$ cat src/rtl/pipe_stage_reg.sv
// pipe_stage_reg: valid/ready pipeline stage, two-entry skid buffer or single-entry pass-through
module pipe_stage_reg #(
  parameter int DATA_W = 13,
  parameter logic [DATA_W-1:0] RST_VAL = '0,
  parameter bit SKID = 1'b1
) (
  input  logic              CLK,
  input  logic              CLR_N,
  input  logic              In_Valid,
  output logic              In_Ready,
  input  logic [DATA_W-1:0] In_Data,
  input  logic              Flush,
  output logic              Out_Valid,
  input  logic              Out_Ready,
  output logic [DATA_W-1:0] Out_Data,
  output logic [1:0]        Count
);
  typedef enum logic [1:0] {EMPTY = 2'd0, ONE = 2'd1, TWO = 2'd2} state_t;
  state_t state;
  logic [DATA_W-1:0] main_q, skid_q;
  logic in_xfer, out_xfer;
  assign Out_Valid = state != EMPTY;
  // skid mode decouples In_Ready from Out_Ready; single-entry mode forwards it
  assign In_Ready  = SKID ? state != TWO : !Out_Valid || Out_Ready;
  assign in_xfer   = In_Valid && In_Ready;
  assign out_xfer  = Out_Valid && Out_Ready;
  assign Out_Data  = main_q;
  assign Count     = state;
  always_ff @(posedge CLK or negedge CLR_N)
    if (!CLR_N) begin
      state  <= EMPTY;
      main_q <= RST_VAL;
      skid_q <= RST_VAL;
    end else if (Flush) begin
      state  <= EMPTY;
      main_q <= RST_VAL;
      skid_q <= RST_VAL;
    end else
      case (state)
        EMPTY: if (in_xfer) begin
          state  <= ONE;
          main_q <= In_Data;
        end
        ONE: if (in_xfer && out_xfer) main_q <= In_Data;
        else if (in_xfer) begin
          state  <= TWO;
          skid_q <= In_Data;
        end else if (out_xfer) begin
          state  <= EMPTY;
          main_q <= RST_VAL;
        end
        TWO: if (out_xfer) begin
          state  <= ONE;
          main_q <= skid_q;
          skid_q <= RST_VAL;
        end
        default: state <= EMPTY;
      endcase
endmodule

$ cat config.mk
export PLATFORM = sky130hd
export DESIGN_NAME = pipe_stage_reg
export DESIGN_NICKNAME = d
export VERILOG_FILES = /design/src/rtl/pipe_stage_reg.sv
export SDC_FILE = /design/constraint.sdc
export NUM_CORES = 1
export LEC_CHECK = 0
export CORE_UTILIZATION = 50
export CTS_CLUSTER_SIZE = 30
export DETAILED_ROUTE_END_ITERATION = 6
export PLACE_DENSITY = 0.82
export SYNTH_ARGS = -nofsm -noshare
export SYNTH_HDL_FRONTEND = slang
export SYNTH_SLANG_ARGS = --single-unit
$ cat constraint.sdc
create_clock -name CLK -period 2.16 [get_ports CLK]
set_clock_uncertainty 0.05 [all_clocks]
set_input_delay 0.432 -clock CLK [delete_from_list [all_inputs] [get_ports CLK]]
set_output_delay 0.432 -clock CLK [all_outputs]
set_load 0.01 [all_outputs]
==> results of run 1 <==
cell type report:
| type | count | area (um2) | area share [%] |
|---|---|---|---|
| multi-input cells | 111 | 952 | 42.0 |
| flip-flops and latches | 28 | 703 | 31.0 |
| repair buffers | 44 | 429 | 18.9 |
| inverters | 19 | 73.8 | 3.25 |
| well taps | 46 | 57.6 | 2.54 |
| clock inverters | 1 | 30.0 | 1.32 |
| clock buffers | 3 | 22.5 | 0.993 |
final timing paths:
path	slack, ns	endpoint
worst max-delay path	0.14	skid_q[9]
worst min-delay path	0.41	skid_q[1]
worst max register to register	0.14	skid_q[9]
worst min register to register	0.46	Out_Data[6]
max in group asynchronous	1.36	Count[0]
min in group CLK	0.46	Out_Data[6]
kinds of logic after synthesis:
kind of cell,synth area share [%]
AOI/OAI and AO/OA,30.9
muxes,1.89
DFF,39.2
and+or+nand+nor,15.6
buffers and inverters,8.89
adders and majority gates,3.50
power by group through the flow:
stage	combinational, uW	clock (uW)	sequential (uW)
final	1460	353	841
after global routing	1570	377	861
after CTS	1420	358	836
after detailed placement	1350	0	848
after global placement	1310	0	834
after floorplan	897	0	869
worst max-delay path, stage by stage (launching register included):
cell and delay [ns]:
sky130_fd_sc_hd__dfrtp_2 0.47, sky130_fd_sc_hd__buf_4 0.16, sky130_fd_sc_hd__ha_1 0.30, sky130_fd_sc_hd__and3b_1 0.25, sky130_fd_sc_hd__or3_4 0.45, sky130_fd_sc_hd__nand4_1 0.13
sky130_fd_sc_hd__o311ai_1 0.10
timing repair:
action / CTS / global route
pin swaps: 0 / 1
setup buffers: 1 / 1
endpoints found under the setup margin: 4 / 3
gates resized for setup: 8 / 2
per-stage QoR:
| stage | hold WS [ns] | area, um2 | std cells | worst slack (ns) | total power, uW |
|---|---|---|---|---|---|
| floorplan | 0.0864 | 1790 | 170 | 0.275 | 1770 |
| global placement | 0.427 | 2160 | 246 | 0.125 | 2140 |
| detailed placement | 0.426 | 2160 | 246 | 0.0193 | 2200 |
| CTS | 0.417 | 2240 | 251 | 0.0135 | 2610 |
| global route | 0.441 | 2270 | 252 | 0.0786 | 2810 |
| finish | 0.410 | 2270 | 252 | 0.145 | 2650 |
registers in the layout (all words and copies together), names as in the netlist:
name,flops
Out_Data,13
skid_q,13
Count,2
layout by cell type (no fill, tap or decap), types with 2 or more instances in the layout:
| cell type | n |
|---|---|
| sky130_fd_sc_hd__clkdlybuf4s50_1 | 32 |
| sky130_fd_sc_hd__dfrtp_1 | 26 |
| sky130_fd_sc_hd__inv_1 | 18 |
| sky130_fd_sc_hd__nand2_1 | 14 |
| sky130_fd_sc_hd__nand4_1 | 12 |
| sky130_fd_sc_hd__o311ai_1 | 12 |
| sky130_fd_sc_hd__a22o_1 | 12 |
| sky130_fd_sc_hd__a21oi_1 | 12 |
| sky130_fd_sc_hd__o2bb2ai_2 | 11 |
| sky130_fd_sc_hd__buf_4 | 9 |
| sky130_fd_sc_hd__nor2_1 | 3 |
| sky130_fd_sc_hd__ha_1 | 3 |
| sky130_fd_sc_hd__clkbuf_4 | 3 |
| sky130_fd_sc_hd__dfrtp_2 | 2 |
| sky130_fd_sc_hd__and3b_1 | 2 |
| sky130_fd_sc_hd__nor3_1 | 2 |
| sky130_fd_sc_hd__o2bb2ai_1 | 2 |
| sky130_fd_sc_hd__ha_4 | 2 |
routing by layer:
| metal | vias up | routed length (um) | track usage (%) |
|---|---|---|---|
| met2 | 52 | 2260 | 43.2 |
| met3 | 7 | 200 | 3.31 |
| li1 | 718 | - | - |
| met1 | 753 | 1810 | 28.5 |
| met5 | - | 0 | 0 |
| met4 | 0 | 58 | 9.21 |
==> results.txt, run 1 <==
----------------------------------------------------
[Route]
  Total number of vias ... ~1500
  Detailed-route wire length ... 4330 um
  DRC violation count after routing ... 0
  Routed wirelength normalized by instance count ... between 15 and 20 um
  Vias per inst ... about 6
  Number of iterations in the first detailed-routing pass ... 4
  DR iter-0 viols ... approximately 70
  Final ANT Viol Nets ... 0

[Global route]
  Global-route wire length before repair ... between 6000 and 7000 um
  Remaining global-route overflow ... 0
  Vias in the first global route ... 1443
  Maximum number of pins on one net before global-route repair ... 29
  GRT Resource Usage Total ... between 20% and 30%
  Antenna violations before repair ... 0

[Timing]
  Worst Max-Slew Pin Slew ... between 0.7 and 0.8 ns
  Fmax achieved ... approximately 500 MHz
  Worst slew margin ... 46.8%
  Total count of max-transition violations in the final report ... 0
  Final period utilization ... just over 90%
  Final hold violation count ... 0
  Total negative setup slack ... 0 ns
  Setup violations, final ... 0
  RSZ-0062 raised after global routing ... false
  Post-layout minimum cycle time ... between 2 and 2.5 ns

[Clock network]
  Number of levels the H-tree was split into ... 1
  CTS Buf Count ... 3
  TritonCTS clock tree ... done
  Worst-Skew Late Latency ... between 0.3 and 0.4 ns
  Clock buffer depth ... 2
  Number of sinks on the clock net ... 28
  CTS root buf ... sky130_fd_sc_hd__clkbuf_4
  Number of buffers inserted by hold repair at cts ... 0
  Clock transition time at the flip-flop clock pins of the worst setup and hold paths ... about 0.16 ns

[Layout]
  Share of final-layout standard cells stronger than drive strength 1 ... a little under a fifth
  Total Nets Final ... 230
  Area Growth Syn to Fin ... 27.0%
  Count of inserted antenna diode cells ... 0
  Utilization after layout ... between 60% and 70%
  Filler cell count in the final layout ... about 260

[Synth]
  Biggest area contributors in the synthesized netlist ... sky130_fd_sc_hd__dfrtp_1, sky130_fd_sc_hd__o2bb2ai_2, sky130_fd_sc_hd__a22o_1
  Yosys cell types ... 40
  Most frequent cells after synthesis ... sky130_fd_sc_hd__dfrtp_1, sky130_fd_sc_hd__inv_1, sky130_fd_sc_hd__nand2_1
  FF+latch count, synth ... 28
  EDFF count, synth ... 0
  Number of warnings issued by yosys ... 0
  Portion of the post-synthesis area used by sequential elements ... roughly two fifths
  Number of standard cells after synthesis ... 170
  Top cell type's share of synthesized area ... between 30% and 40%
  Area leader, netlist ... sky130_fd_sc_hd__dfrtp_1
  Most frequent cell after synthesis ... sky130_fd_sc_hd__dfrtp_1
  Async set or reset register ratio after synthesis ... 100%
  Mapped Avg Cell Area ... approximately 11 um2
  Summed instance area of the synthesized netlist ... roughly 1800 um2
  Syn nets ... 193
  Dominant register cell in the synthesized netlist ... sky130_fd_sc_hd__dfrtp_1

[Floorplanning]
  Core footprint ... approximately 3400 um2
  Cell Rows ... 21
  DIE AREA ... 3820 um2
  Effective utilization at floorplan ... between 50% and 60%
  Die height ... about 60 um
  I/O pin count ... 35
  Die outline width ... between 60 and 70 um

[Placed design]
  RePlAce Congestion ... between 0.8 and 0.9
  Quantity of I/O buffers inserted on ports ... 34
  Post-DP HPWL ... a little over 3000 um

[Setup path]
  Endpoint required time on the critical path ... 2.34 ns
  FF-to-FF path depth ... 6
  Highest net fanout along the worst path ... 12
  Category of the worst setup path launch point ... flop
  Type of the setup path with the least slack ... reg -> reg
  Startpoint of the most critical register-to-register path ... Count[0]
  Crit end category ... flop
  Critical Path Start ... Count[0]
  Worst path arrival time ... between 2 and 2.5 ns

[Hold path]
  Tightest Hold Check Type ... in -> async

[Pwr]
  Portion of total power attributed to sequential cells ... roughly a third
  Internal cell power ... between 1500 and 2000 uW
  Share of power burned in the clock network ... a little over an eighth
  Sw Share ... around two fifths
  Sw power ... approximately 1100 uW
  Comb power frac ... a little under three fifths
  Leakage power of the design ... around 0.00092 uW
  Pwr/cell area ... about 1200 nW/um2
  Maximum ir drop on the vdd rail ... between 600 and 700 uV

[Flow run]
  Count of max-cap constraint violations ... 0

[Run status]
  Result of the run ... finished clean

----------------------------------------------------
Power figures use the tool's default switching activity.
==> run 2: changes to the inputs <==
--- a/config.mk
+++ b/config.mk
@@ -5,6 +5,7 @@
 export SDC_FILE = /design/constraint.sdc
 export NUM_CORES = 1
 export LEC_CHECK = 0
+export ABC_AREA = 1
 export CORE_UTILIZATION = 50
 export CTS_CLUSTER_SIZE = 30
 export DETAILED_ROUTE_END_ITERATION = 6
==> results.txt, run 2 <==
----------------------------------------------------
[Setup path]
  Critical register-to-register path endpoint ... skid_q[9]
  Highest net fanout along the worst path ... 4 (-8)
  Type of the setup path with the least slack ... reg -> out
  Cell family contributing the most delay on the critical path ... buffers and inverters
  Worst path arrival time ... 1.62 ns (-0.57 ns)
  CP Depth ... 4 (-2)
  Buffers plus inverters on the worst setup path ... 3 (+2)
  Endpoint required time on the critical path ... 1.68 ns (-0.66 ns)
  Cell mode on critical path ... sky130_fd_sc_hd__inv_1
  Startpoint of the most critical register-to-register path ... Count[0]
  Critical Path Start ... Count[0]
  Register-to-register path setup slack ... 0.25 ns (+0.11 ns)
  Crit end category ... primary output
  Crit-path slowest cell ... sky130_fd_sc_hd__clkdlybuf4s50_1
  FF-to-FF path depth ... 10 (+4)
  Category of the worst setup path launch point ... flop
  Capturing instance or port of the critical path ... In_Ready
  Slowest stage delay, CP ... 0.53 ns (+0.06 ns)
  Crit path cell chain ... inv_1 > ha_4 > inv_1 > clkdlybuf4s50_1

[Global route]
  Vias in the first global route ... 1378 (-4.5%)
  Global-route wire length before repair ... 6180 um (-6.0%)
  Antenna violations before repair ... 0 (unchanged)
  Maximum number of pins on one net before global-route repair ... 29 (unchanged)
  Remaining global-route overflow ... 0 (unchanged)
  GRT Resource Usage Total ... 22.9% (-0.92 points)

[Clock network]
  Number of levels the H-tree was split into ... 1 (unchanged)
  CTS Buf Count ... 3 (unchanged)
  Worst-Skew Late Latency ... 0.33 ns (about the same)
  Number of sinks on the clock net ... 28 (unchanged)
  CTS root buf ... sky130_fd_sc_hd__clkbuf_4
  TritonCTS clock tree ... done
  Clock buffer depth ... 2 (unchanged)
  Clock transition time at the flip-flop clock pins of the worst setup and hold paths ... 0.15 ns (about the same)

[Layout]
  Utilization after layout ... 67.6% (+0.63 points)
  Area Growth Syn to Fin ... 25.9%
  Count of inserted antenna diode cells ... 0 (unchanged)
  Post-route insts no fill ... 310 (+23%)
  Total Nets Final ... 290 (+26%)
  Filler cell count in the final layout ... 262 (-0.38%)
  Leading cell type in the layout, fill and taps excluded ... sky130_fd_sc_hd__nand2_1
  Commonest cells after routing, fill and taps aside ... sky130_fd_sc_hd__nand2_1, sky130_fd_sc_hd__clkdlybuf4s50_1, sky130_fd_sc_hd__dfrtp_1
  Share of final-layout standard cells stronger than drive strength 1 ... 15.0% (-3.9 points)

[Pwr]
  Leakage power of the design ... 0.00114 uW (+25%)
  Sw Share ... 41.2% (+0.95 points)
  Share of power burned in the clock network ... 13.6% (+0.3 points)
  Pwr/cell area ... 1190 nW/um2 (+1.9%)
  Sw power ... 1040 uW (-2.8%)
  Maximum ir drop on the vdd rail ... 613 uV (-9.3%)
  Comb power frac ... 52.5% (-2.5 points)
  Internal cell power ... 1480 uW (-6.6%)
  Portion of total power attributed to sequential cells ... 33.9% (+2.2 points)

[Synth]
  Portion of the post-synthesis area used by sequential elements ... 41.7% (+2.5 points)
  Number of standard cells after synthesis ... 231 (+36%)
  Top cell type's share of synthesized area ... 41.7% (+2.5 points)
  Biggest area contributors in the synthesized netlist ... sky130_fd_sc_hd__dfrtp_1, sky130_fd_sc_hd__nand2_1, sky130_fd_sc_hd__nand2_2
  Most frequent cells after synthesis ... sky130_fd_sc_hd__nand2_1, sky130_fd_sc_hd__dfrtp_1, sky130_fd_sc_hd__nand3_1
  EDFF count, synth ... 0 (unchanged)
  Most frequent cell after synthesis ... sky130_fd_sc_hd__nand2_1
  Dominant register cell in the synthesized netlist ... sky130_fd_sc_hd__dfrtp_1
  Yosys cell types ... 21 (-48%)
  Area leader, netlist ... sky130_fd_sc_hd__dfrtp_1
  Mapped Avg Cell Area ... 7.27 um2 (-31%)
  FF+latch count, synth ... 28 (unchanged)
  Async set or reset register ratio after synthesis ... 100% (unchanged)
  Syn nets ... 254 (+32%)
  Summed instance area of the synthesized netlist ... 1680 um2 (-6.0%)
  Number of warnings issued by yosys ... 0 (unchanged)

[Route]
  Final ANT Viol Nets ... 0 (unchanged)
  Routed wirelength normalized by instance count ... 11.8 um (-31%)
  DR iter-0 viols ... 74 (+4.2%)
  Detailed-route wire length ... 3660 um (-16%)
  Vias per inst ... 4.91 (-19%)
  DRC violation count after routing ... 0 (unchanged)
  Total number of vias ... 1523 (-0.46%)
  Number of iterations in the first detailed-routing pass ... 6 (+2)

[Timing]
  Final hold violation count ... 0 (unchanged)
  Worst Max-Slew Pin Slew ... 0.435 ns (-0.361 ns)
  Total count of max-transition violations in the final report ... 0 (unchanged)
  Final period utilization ... 97.3% (+4.0 points)
  Worst slew margin ... 71.0% (+24 points)
  Fmax achieved ... 476 MHz (-4.1%)
  Setup violations, final ... 0 (unchanged)
  Total negative setup slack ... 0 ns (unchanged)
  Post-layout minimum cycle time ... 2.10 ns (+0.0865 ns)

[Floorplanning]
  Cell Rows ... 20 (-4.8%)
  Effective utilization at floorplan ... 53.7% (+0.97 points)
  DIE AREA ... 3590 um2 (-5.8%)
  Die outline width ... 60.0 um (-3.0%)
  Core footprint ... 3130 um2 (-7.7%)
  I/O pin count ... 35 (unchanged)
  Die height ... 60.0 um (-3.0%)

[Placed design]
  Post-DP HPWL ... 2600 um (-15%)
  Cell count after placement ... 303 (+23%)
  RePlAce Congestion ... 0.893 (+9.3%)
  Quantity of I/O buffers inserted on ports ... 34 (unchanged)

[Hold path]
  Tightest Hold Check Type ... in -> async

[Flow run]
  Count of max-cap constraint violations ... 0 (unchanged)

[Run status]
  Result of the run ... finished clean

----------------------------------------------------
-- run 2: changes by cell type in the layout (fill, tap and decap cells not counted), sizes merged, moves of 13 or more --
| cell | previous run | this run |
|---|---|---|
| nand2 | 14 | 134 |
| nand3 | 1 | 20 |
| nor2 | 3 | 18 |
| o2bb2ai | 13 | 0 |
-- run 2: power by group through the flow --
stage / sequential (uW) / clock (uW) / combinational [uW]
2_1_floorplan: 918 / 0 / 808
3_3_place_gp: 857 / 0 / 1250
3_5_place_dp: 872 / 0 / 1270
4_1_cts: 851 / 349 / 1300
5_1_grt: 879 / 365 / 1470
6_report: 853 / 343 / 1320
-- run 2: cells by family after synthesis --
group                    count (synthesis)  synth area share [%]
AND/OR/NAND/NOR                        174                  46.3
buffers and inverters                   21                  7.38
flip-flops                              28                  41.7
adder cells (fa/ha/maj)                  5                  3.73
AO/OA/AOI/OAI                            3                 0.894
-- run 2: worst min-delay path by stage --
| stage | startpoint | to | slack [ns] | cells past startpoint |
|---|---|---|---|---|
| 2_1_floorplan | CLR_N | Count[0] | 0.09 | 0 |
| 3_5_place_dp | skid_q[2] | skid_q[2] | 0.41 | 2 |
| 5_1_grt | CLR_N | Out_Data[3] | 0.41 | 2 |
| 3_3_place_gp | skid_q[6] | skid_q[6] | 0.40 | 2 |
| 6_report | CLR_N | Out_Data[4] | 0.40 | 2 |
| 4_1_cts | CLR_N | Out_Data[4] | 0.41 | 2 |
-- run 2: routing by layer --
layer	up-vias	part of all wire [%]	track usage (%)
met3	4	5.1	2.60
met4	0	0.74	4.98
li1	776	-	-
met2	43	49	37.5
met1	700	46	32.7
met5	-	0	0
-- run 2: layout make-up --
cell class              count  area [um2]  area share, %
flip-flops and latches     28         701           33.2
well taps                  44        55.1           2.61
repair buffers             41         392           18.5
multi-input cells         182         867           41.0
inverters                  11        46.3           2.19
clock inverters             1        30.0           1.42
clock buffers               3        22.5           1.07
-- run 2: stage by stage --
stage                     area [um2]  hold WS [ns]  setup slack (ns)  power (uW)
after floorplan                 1680        0.0864             0.489        1730
after global placement          2030         0.404             0.171        2100
after detailed placement        2030         0.409             0.118        2140
final                           2110         0.400            0.0584        2520
after CTS                       2100         0.406            0.0230        2500
after global routing            2110         0.413           -0.0127        2710
-- run 2: repair_timing --
item,CTS,global route
buffers inserted,2,1
hold buffers,0,0
setup endpoints to repair,2,1
gates resized for setup,2,1
==> run 3: changes to the inputs <==
--- a/config.mk
+++ b/config.mk
@@ -7,6 +7,7 @@
 export LEC_CHECK = 0
 export ABC_AREA = 1
 export CORE_UTILIZATION = 50
+export CTS_BUF_LIST = sky130_fd_sc_hd__clkbuf_8
 export CTS_CLUSTER_SIZE = 30
 export DETAILED_ROUTE_END_ITERATION = 6
 export PLACE_DENSITY = 0.82
==> constraint.sdc (replaced) <==
create_clock -name CLK -period 2.73 [get_ports CLK]
set_clock_uncertainty 0.05 [all_clocks]
set_input_delay 0.546 -clock CLK [delete_from_list [all_inputs] [get_ports CLK]]
set_output_delay 0.546 -clock CLK [all_outputs]
set_load 0.01 [all_outputs]
==> results.txt, run 3 (same netlist as run 2, synthesis figures left out) <==
----------------------------------------------------
[Setup path]
  Slowest stage delay, CP ... 0.56 ns (+0.03 ns)
  Highest net fanout along the worst path ... 5 (+1)
  Cell family contributing the most delay on the critical path ... buffers and inverters
  Endpoint required time on the critical path ... 2.13 ns (+0.45 ns)
  Crit-path slowest cell ... sky130_fd_sc_hd__clkdlybuf4s50_1
  Category of the worst setup path launch point ... flop
  Buffers plus inverters on the worst setup path ... 3 (unchanged)
  Crit path cell chain ... inv_1 > ha_1 > inv_2 > clkdlybuf4s50_1
  Crit end category ... primary output
  Type of the setup path with the least slack ... reg -> out
  Worst path arrival time ... 1.74 ns (+0.12 ns)

[Timing]
  Worst Max-Slew Pin Slew ... 0.423 ns (-0.0120 ns)
  Setup violations, final ... 0 (unchanged)
  Final hold violation count ... 0 (unchanged)
  Fmax achieved ... about 430 MHz
  Post-layout minimum cycle time ... roughly 2.3 ns
  Total negative setup slack ... 0 ns (unchanged)
  Worst slew margin ... 71.8% (+0.80 points)
  Total count of max-transition violations in the final report ... 0 (unchanged)
  RSZ-0062 raised after global routing ... false
  Final period utilization ... between 80% and 90%

[Layout]
  Layout Cell Area excl Fill ... 2080 um2 (-1.4%)
  Leading cell type in the layout, fill and taps excluded ... sky130_fd_sc_hd__nand2_1
  Commonest cells after routing, fill and taps aside ... sky130_fd_sc_hd__nand2_1, sky130_fd_sc_hd__clkdlybuf4s50_1, sky130_fd_sc_hd__dfrtp_1
  Count of inserted antenna diode cells ... 0 (unchanged)
  Filler cell count in the final layout ... 247 (-5.7%)
  Area Growth Syn to Fin ... 24.1%
  Share of final-layout standard cells stronger than drive strength 1 ... 13.0% (-2.0 points)
  Total Nets Final ... 285 (-1.7%)

[Placed design]
  Post-DP HPWL ... 2550 um (-2.0%)
  Post-Place Cell Area ... 2010 um2 (-0.74%)
  RePlAce Congestion ... 0.913 (+2.2%)
  Quantity of I/O buffers inserted on ports ... 34 (unchanged)

[Clock network]
  TritonCTS clock tree ... done
  Number of sinks on the clock net ... 28 (unchanged)
  Clock buffer depth ... 2 (unchanged)
  Number of gates given a new drive strength after cts ... 0 (-2)
  Post-CTS setup-driven buffer insertion count ... 0 (-2)
  Number of levels the H-tree was split into ... 1 (unchanged)
  Number of buffers inserted by hold repair at cts ... 0 (unchanged)
  Clock transition time at the flip-flop clock pins of the worst setup and hold paths ... 0.09 ns (-0.06 ns)
  CTS Buf Count ... 3 (unchanged)
  CTS root buf ... sky130_fd_sc_hd__clkbuf_8
  Worst-Skew Late Latency ... 0.27 ns (-0.06 ns)

[Floorplanning]
  I/O pin count ... 35 (unchanged)
  Core footprint ... 3130 um2 (unchanged)
  Cell Rows ... 20 (unchanged)
  DIE AREA ... 3590 um2 (unchanged)
  Die height ... 60.0 um (unchanged)
  Effective utilization at floorplan ... 53.7% (unchanged)
  Die outline width ... 60.0 um (unchanged)

[Pwr]
  Leakage power of the design ... 0.00112 uW (-1.6%)
  Portion of total power attributed to sequential cells ... 34.1% (+0.2 points)
  Sw Share ... 40.1% (-1.1 points)
  Pwr/cell area ... 954 nW/um2 (-20%)
  Comb power frac ... 49.7% (-2.8 points)
  Maximum ir drop on the vdd rail ... 494 uV (-19%)
  Sw power ... 797 uW (-23%)
  Share of power burned in the clock network ... 16.2% (+2.6 points)
  Internal cell power ... 1190 uW (-20%)

[Hold path]
  Tightest Hold Check Type ... reg -> reg

[Route]
  Total number of vias ... 1490 (-2.2%)
  Routed wirelength normalized by instance count ... 11.4 um (-3.7%)
  Detailed-route wire length ... 3460 um (-5.2%)
  DR iter-0 viols ... 82 (+11%)
  Number of iterations in the first detailed-routing pass ... 4 (-2)
  DRC violation count after routing ... 0 (unchanged)
  Vias per inst ... 4.89 (-0.56%)
  Final ANT Viol Nets ... 0 (unchanged)

[Global route]
  Global-route wire length before repair ... 5700 um (-7.7%)
  Maximum number of pins on one net before global-route repair ... 29 (unchanged)
  Vias in the first global route ... 1260 (-8.6%)
  Antenna violations before repair ... 0 (unchanged)
  Remaining global-route overflow ... 0 (unchanged)
  GRT Resource Usage Total ... 21.4% (-1.5 points)

[Flow run]
  Count of max-cap constraint violations ... 0 (unchanged)

[Run status]
  Result of the run ... finished clean

----------------------------------------------------
-- run 3: changes by cell type in the layout (fill, tap and decap cells not counted), sizes merged --
cell	change
buf	-5
clkdlybuf4s50	+1
dlygate4sd2	-1
-- run 3: layout make-up --
cell class	count	area [um2]	area share [%]
clock buffer	3	41.3	1.98
clock inverter	1	30.0	1.44
inverter	11	46.3	2.22
multi-input combinational	182	855	41.0
sequential	28	701	33.6
tap	44	55.1	2.64
timing repair buffer	36	355	17.1
-- run 3: power by group through the flow --
stage               sequential [uW]  clock (uW)  combinational, uW
finish                          678         321                988
global route                    701         345               1100
CTS                             679         329                992
detailed placement              688           0                988
global placement                679           0                971
floorplan                       727           0                639
-- run 3: routing by layer --
| metal | part of all wire [%] | wire [um] | global-route usage, % | up-vias |
|---|---|---|---|---|
| li1 | - | - | - | 767 |
| met3 | 6.4 | 223 | 2.16 | 4 |
| met4 | 1.3 | 46 | 5.98 | 0 |
| met2 | 46 | 1580 | 34.0 | 50 |
| met5 | 0 | 0 | 0 | - |
| met1 | 47 | 1610 | 30.9 | 669 |
-- run 3: per-stage QoR --
step / instances / setup slack (ns) / util, % / power, uW / hold WS, ns
finish: 305 / 0.394 / 66.6 / 1990 / 0.427
global route: 305 / 0.307 / 66.6 / 2140 / 0.448
detailed placement: 301 / 0.504 / 64.3 / 1680 / 0.409
CTS: 305 / 0.395 / 66.6 / 2000 / 0.432
global placement: 301 / 0.575 / 64.3 / 1650 / 0.403
floorplan: 231 / 1.06 / - / 1370 / 0.200
-- run 3: worst paths after layout --
check | start | end | slack (ns) | cells after the start
min | skid_q[3] | skid_q[3] | 0.43 | 2
min reg2reg | skid_q[3] | skid_q[3] | 0.43 | 2
max reg2reg | Count[0] | skid_q[7] | 0.75 | 9
max in group asynchronous | CLR_N | Count[1] | 1.76 | 2
min in group asynchronous | CLR_N | skid_q[3] | 0.60 | 2
max | Count[0] | Out_Valid | 0.39 | 4
-- run 3: worst reg2reg max path: stages, from the launching register on --
cell                      delay, ns
sky130_fd_sc_hd__dfrtp_1       0.42
sky130_fd_sc_hd__inv_1         0.11
sky130_fd_sc_hd__ha_1          0.26
sky130_fd_sc_hd__inv_2         0.22
sky130_fd_sc_hd__a21oi_1       0.13
sky130_fd_sc_hd__nand2_1       0.11
sky130_fd_sc_hd__nand2_1       0.09
sky130_fd_sc_hd__nor2_4        0.36
sky130_fd_sc_hd__nand2_1       0.11
sky130_fd_sc_hd__nand2_1       0.08
